### src/rtl/mul_sequencer.sv
// Sequential shift-add multiplier: one adder step per cycle for WIDTH cycles,
// then a sign-fix cycle that writes the registered hi/lo product.
module mul_sequencer #(
  parameter int WIDTH = 32
) (
  input  logic             clk,
  input  logic             reset,
  input  logic             start,
  input  logic             signed_op,
  input  logic             cancel,
  input  logic [WIDTH-1:0] multiplicand,
  input  logic [WIDTH-1:0] multiplier,
  output logic             busy,
  output logic             done,
  output logic [WIDTH-1:0] hi,
  output logic [WIDTH-1:0] lo
);

  localparam int CW = (WIDTH > 1) ? $clog2(WIDTH) : 1;
  localparam logic [CW-1:0] LAST_STEP = CW'(WIDTH - 1);

  typedef enum logic [1:0] {
    IDLE = 2'd0,
    CALC = 2'd1,
    FIX  = 2'd2,
    DONE = 2'd3
  } state_t;

  state_t state;
  state_t state_nxt;

  logic [CW-1:0]      cnt;
  logic [WIDTH-1:0]   mcand_mag;
  logic [2*WIDTH-1:0] prod;
  logic               neg;
  logic               accept;
  logic [WIDTH:0]     step_sum;

  // Magnitude of an operand; the most negative value maps onto 2^(WIDTH-1)
  // as an unsigned number, which the unsigned datapath handles without loss.
  function automatic logic [WIDTH-1:0] magnitude(input logic signed [WIDTH-1:0] v,
                                                 input logic                    is_signed);
    logic [WIDTH-1:0] r;
    r = v;
    if (is_signed && v[WIDTH-1]) begin
      r = ~v + 1'b1;
    end
    return r;
  endfunction

  // Restores the sign of the unsigned product by two's-complement negation.
  function automatic logic [2*WIDTH-1:0] apply_sign(input logic [2*WIDTH-1:0] p,
                                                    input logic               make_neg);
    logic [2*WIDTH-1:0] r;
    r = p;
    if (make_neg) begin
      r = ~p + 1'b1;
    end
    return r;
  endfunction

  assign accept = start && ((state == IDLE) || (state == DONE));

  // Single WIDTH-bit adder: adds |A| to the upper half when the current
  // multiplier bit (P[0]) is set; bit WIDTH is the carry C.
  always_comb begin
    step_sum = {1'b0, prod[2*WIDTH-1:WIDTH]} + {1'b0, (prod[0] ? mcand_mag : '0)};
  end

  // State register.
  always_ff @(posedge clk or posedge reset) begin
    if (reset) begin
      state <= IDLE;
    end else begin
      state <= state_nxt;
    end
  end

  // Next-state logic; cancel only matters while an operation is in flight,
  // so cancel with start in DONE behaves like start alone.
  always_comb begin
    state_nxt = state;
    unique case (state)
      IDLE: begin
        if (start) state_nxt = CALC;
      end
      CALC: begin
        if (cancel)                  state_nxt = IDLE;
        else if (cnt == LAST_STEP)   state_nxt = FIX;
      end
      FIX: begin
        if (cancel) state_nxt = IDLE;
        else        state_nxt = DONE;
      end
      DONE: begin
        if (start) state_nxt = CALC;
        else       state_nxt = IDLE;
      end
      default: state_nxt = IDLE;
    endcase
  end

  // Datapath and registered outputs: operand load on accept, one shift-add
  // step per CALC cycle, result written only on an uncancelled FIX edge.
  always_ff @(posedge clk or posedge reset) begin
    if (reset) begin
      busy      <= 1'b0;
      done      <= 1'b0;
      hi        <= '0;
      lo        <= '0;
      cnt       <= '0;
      mcand_mag <= '0;
      prod      <= '0;
      neg       <= 1'b0;
    end else begin
      busy <= (state_nxt == CALC) || (state_nxt == FIX);
      done <= (state_nxt == DONE);

      if (accept) begin
        mcand_mag <= magnitude(multiplicand, signed_op);
        prod      <= {{WIDTH{1'b0}}, magnitude(multiplier, signed_op)};
        neg       <= signed_op && (multiplicand[WIDTH-1] ^ multiplier[WIDTH-1]);
        cnt       <= '0;
      end else if ((state == CALC) && !cancel) begin
        prod <= {step_sum, prod[WIDTH-1:1]};
        cnt  <= cnt + 1'b1;
      end

      if ((state == FIX) && !cancel) begin
        {hi, lo} <= apply_sign(prod, neg);
      end
    end
  end

endmodule
### config.mk
export PLATFORM = sky130hd
export DESIGN_NAME = mul_sequencer
export DESIGN_NICKNAME = d
export VERILOG_FILES = /design/src/rtl/mul_sequencer.sv
export SDC_FILE = /design/constraint.sdc
export NUM_CORES = 1
export LEC_CHECK = 0
export CAP_MARGIN = 5
export CORE_UTILIZATION = 40
export DETAILED_ROUTE_END_ITERATION = 6
export DONT_BUFFER_PORTS = 1
export GPL_TIMING_DRIVEN = 0
export PLACE_DENSITY = 0.55
export SKIP_LAST_GASP = 1
export SLEW_MARGIN = 15
export SYNTH_ARGS = -nofsm -noshare
export SYNTH_HDL_FRONTEND = slang
export SYNTH_SLANG_ARGS = --single-unit
### constraint.sdc
create_clock -name clk -period 9.7 [get_ports clk]
set_input_delay 1.94 -clock clk [delete_from_list [all_inputs] [get_ports clk]]
set_output_delay 1.94 -clock clk [all_outputs]
set_load 0.05 [all_outputs]
* Word-level counts from Yosys, hierarchy flattened
Index checks and enable logic that the tools add are counted.
** Operators by class
- Add/sub/neg operators :: 5
- Multipliers :: 0
- Div/mod/pow operators :: 0
- Order comparisons :: 0
- Equality and inequality tests :: 7
- Shift operators :: 0
- Muxes and demuxes :: 14
- Bitwise operators :: 4
- Reductions and logical operators :: 11
** Operators with widths (count)
- $mux 64 :: 3
- $mux 32 :: 3
- $add 32x1->32 const B :: 2
- $add 64x1->64 const B :: 1
- $not 32->32 :: 2
- $not 64->64 :: 1
- $add 32x32->33 :: 1
- $mux 5 :: 2
- $eq 2x2->1 const B :: 4
- $mux 2 :: 4
- $pmux 2 s4 :: 1
- $logic_and 1x1->1 :: 6
- $add 5x1->5 const B :: 1
- $eq 5x5->1 const B :: 1
- $eq 2x1->1 const B :: 2
- $logic_not 2->1 :: 1
- $logic_or 1x1->1 :: 2
- $reduce_bool 2->1 :: 1
- $logic_not 1->1 :: 1
- $mux 1 :: 1
- $xor 1x1->1 :: 1
** Storage, ports and cells
- Register bits :: 170
- Bits in latches :: 0
- RAM bits :: 0
- Bits in read-only memories :: 0
- Bits of input ports :: 69
- Word-level logic and storage cells :: 50
- Memories kept :: 0

* Logic depth before layout (Yosys ltp)
- Word-level depth :: 6
- Gate-level depth with buffers :: 12
- Mapped depth without buffers :: 11

* Worst setup path before layout
Ideal clock, no wire load.
- Kind :: input port to flip-flop
- Start :: input port multiplicand[16]
- End :: register mcand_mag[29]
- Setup time :: 0.134 ns
- Arrival time :: 3.695 ns
- Data required time :: 9.566 ns
- Slack :: 5.871 ns
- Stages on the path :: 7
- Path buffers :: 0
- Cells stage by stage :: or3_1 or4_1 nor3_1 nand2_1 o41ai_1 xor2_1 o21ai_0
** Between the ends
- Longest elaborated chain between the ends :: 3
** Ends and longest elaborated chain
- start: declaration :: RTL line 11 : input logic [WIDTH-1:0] multiplicand,
- $not 32->32 :: RTL line 46 : r = ~v + 1'b1;
- $add 32x1->32 :: RTL line 46
- $mux 32 :: RTL line 45 : if (is_signed && v[WIDTH-1]) begin
- end signal: assignment :: RTL line 120 : mcand_mag <= magnitude(multiplicand, signed_op);
- end: declaration :: RTL line 33 : logic [WIDTH-1:0] mcand_mag;
No other way between the ends.
A chain may end at the register's enable or synchronous reset.

* Worst setup path in the final report
- Start :: register prod[0]
- End :: register prod[59]
** Between the ends
- Longest elaborated chain between the ends :: 4
** Ends and longest elaborated chain
- start: declaration :: RTL line 34 : logic [2*WIDTH-1:0] prod;
- start signal: assignment :: RTL line 121 : prod <= {{WIDTH{1'b0}}, magnitude(multiplier, signed_op)};
- start signal: assignment :: RTL line 125 : prod <= {step_sum, prod[WIDTH-1:1]};
- $mux 32 :: RTL line 67 : step_sum = {1'b0, prod[2*WIDTH-1:WIDTH]} + {1'b0, (prod[0] ? mcand_mag : '0)};
- $add 32x32->33 :: RTL line 67
- $mux 64 :: RTL line 124 : end else if ((state == CALC) && !cancel) begin
- $mux 64 :: RTL line 119 : if (accept) begin
No other way between the ends. The select of a mux whose other input is x is not followed.

==> impl_metrics.py <==
metrics = {
    "yosys": {
        "ys_async_sr_fraction": 1.00,
        "synth_ff_type": "dfrtp_1",
        "yosysWarnings": 0,
        "ys_seq_area_frac": 0.374,
        "synth.distinct_cells": 60,
        "synth_area_per_cell_um2": 8.16,
        "synth_seq_cells": 170,
        "synth_nets": 1504,
        "synth_area_mm2": 0.0114,
        "synth_edf_count": 0,
        "synthCells": 1392,
    },
    "sta": {
        "relSlewSlack": 0.433,
        "hold_viol": 0,
        "fin_tns_setup_ns": 0,
        "clock_skew_ns": 0.0146,
        "worst_pin_slew_ns": 0.829,
        "worst_slack_ns": 5.54,
        "timing.final.crit_share": 0.429,
        "rsz0062_at_grt": "no",
        "fmax_ghz": 0.240,
        "finalSetupViolCount": 0,
        "min_period_ns": 4.16,
        "slew_viol_final": 0,
    },
    "critical_path": {
        "crit-reg2reg-capture": "prod[59]",
        "path_cells": "clkbuf_1 > and2_1 > ha_1 > inv_1 > fa_1 > nor2b_1 > o31a_1 > o21ai_0 > a2111oi_0 > o21bai_1 > a2111o_1 > o211ai_1",
        "worstSetupPathType": "reg -> reg",
        "r2r_slack_ns": 5.54,
        "endpoint_kind": "flop",
        "required_ns": 10.05,
        "worstPathArrival_ns": 4.51,
        "slowest_stage": "a2111oi_0",
        "cp_top_family": "compound AO/OA/AOI/OAI gates",
        "ff2ff_path_depth": 12,
        "cp_num_buf_inv": 2,
        "worstSetupPathDepth": 12,
        "slowest_delay_ns": 0.81,
        "start_kind": "flop",
        "worst-path-max-fanout": 10,
        "r2r_start": "prod[0]",
    },
    "job": {
        "max_cap_viol_count": 0,
    },
    "power_and_ir_drop": {
        "power.leakage_nw": 5.24,
        "peakVddDrop_uv": 141,
        "p_per_area_mw_per_mm2": 290,
    },
    "clock_tree": {
        "cts.reportedPaths.clkPinSlew_ns": 0.07,
        "numCtsBuffers": 17,
        "cts_root_buf": "clkbuf_16",
        "cts_tree": "yes",
        "cts-htree-levels": 4,
        "cts_max_path_buffers": 2,
        "cts_setup_buffers": 0,
        "cts.sinks": 170,
        "post_cts_resized": 0,
        "hold_buffers": 0,
        "insertion_delay_ns": 0.44,
    },
    "global_route": {
        "grt_max_degree": 61,
        "grt_pass1_wl_um": 54900,
        "grt_pass1_vias": 9714,
        "antenna_found_initial": 0,
        "globalRouteTotalUtil": 0.245,
        "globalRouteOverflowTotal": 0,
    },
    "floorplanning": {
        "fp.dieW_um": 171,
        "row_count": 61,
        "core_area_mm2": 0.0279,
        "die_h_um": 171,
        "io_pins": 135,
        "die_area_mm2": 0.0291,
        "initial_core_util": 0.408,
    },
    "final_layout": {
        "area_growth_pct": 9.88,
        "fin_area_mm2": 0.0125,
        "final_common_cell": "nand2_1",
        "post-route-util": 0.448,
        "diodes": 0,
        "mostFrequentLayoutCells": "256 x nand2_1, 170 x dfrtp_1, 125 x o21ai_0, 93 x nor2_1, 90 x xor2_1",
        "nets": 1525,
        "drive_above_1_share": 0.0358,
    },
    "hold_path": {
        "hp-start": "mcand_mag[31]",
        "hold_end": "mcand_mag[31]",
        "hold_class": "reg -> reg",
        "whs_path_depth": 2,
    },
    "routing": {
        "dr.pass1.iters": 5,
        "drtIter0Drc": 671,
        "drc": 0,
        "routed_via_density": 5.61,
        "num_vias": 10100,
        "ant_nets": 0,
        "routed_wl_um": 34700,
        "wl_per_cell_um": 19.2,
    },
    "placed_design": {
        "hpwl_um": 27400,
        "gp_congestion": 0.910,
        "dpl-instance-area_mm2": 0.0119,
        "port_buffers": 0,
        "place_ws_ns": 5.49,
    },
    "status": {
        "status": "completed",
    },
}
## flip-flops by register name (all words and copies together) (netlist names)
register   cells
prod          64
hi            32
lo            32
mcand_mag     32
cnt            5
state          2
busy           1
done           1
neg            1
## area by class of cell
class / count / area (µm²)
Buffer: 77 / 289
Clock buffer: 18 / 429
Clock inverter: 13 / 158
Fill cell: 2844 / 15400
Inverter: 31 / 124
Multi-Input combinational cell: 1114 / 6700
Sequential cell: 170 / 4250
Tap cell: 378 / 473
Timing Repair Buffer: 2 / 55.1
## through the flow
step / cells / power (mW) / hold WS, ns
floorplan: 1392 / 2.35 / 0.438
global placement: 1770 / 2.86 / 0.457
detailed placement: 1772 / 2.89 / 0.461
CTS: 1803 / 3.60 / 0.478
global route: 1803 / 3.89 / 0.505
finish: 1803 / 3.61 / 0.473
## kinds of logic (layout without fill, tap and decap cells)
group / after synthesis / count (layout) / share of synthesized area
simple gates: 542 / 542 / 0.224
compound gates: 394 / 394 / 0.214
buf+inv: 108 / 141 / 0.0357
flops: 170 / 170 / 0.374
fa+ha+maj: 43 / 43 / 0.0480
mux: 1 / 1 / 0.000881
xor+xnor: 134 / 134 / 0.103
## worst min-delay path: stages, from the launching register on
cell	delay, ns
dfrtp_1	0.34
nand2_1	0.05
nand2_1	0.05
## how the worst max path moves through the flow
stage / endpoint / startpoint
global route: prod[59] / prod[0]
CTS: prod[59] / prod[0]
detailed placement: mcand_mag[29] / multiplicand[16]
finish: prod[59] / prod[0]
floorplan: busy / reset
global placement: mcand_mag[18] / reset
## power by group
part           switching [mW]  internal [mW]  total, mW  leakage (nW)
logic                    1.05          0.621       1.67          2.74
registers               0.326          0.909       1.24          2.22
clock network           0.318          0.388      0.705         0.289
total                    1.70           1.92       3.61          5.24
## cells in the mapped netlist, drive strengths merged, types with 31 or more instances
cell type	instances	area [µm²]
xnor2	44	385
dfrtp	170	4250
a31oi	31	194
nand2	257	967
o21ai	156	781
ha	42	526
clkbuf	72	270
inv	31	116
nor2	93	349
a21oi	85	425
xor2	90	788
and2	36	225
## layer usage
metal,wire [µm],up-vias,track usage
met5,0,-,0
met4,422,0,0.0560
met3,2610,33,0.0523
met2,15000,312,0.372
met1,16700,4808,0.354
li1,-,4961,-
Note: power is estimated with default switching activity, not from simulation.
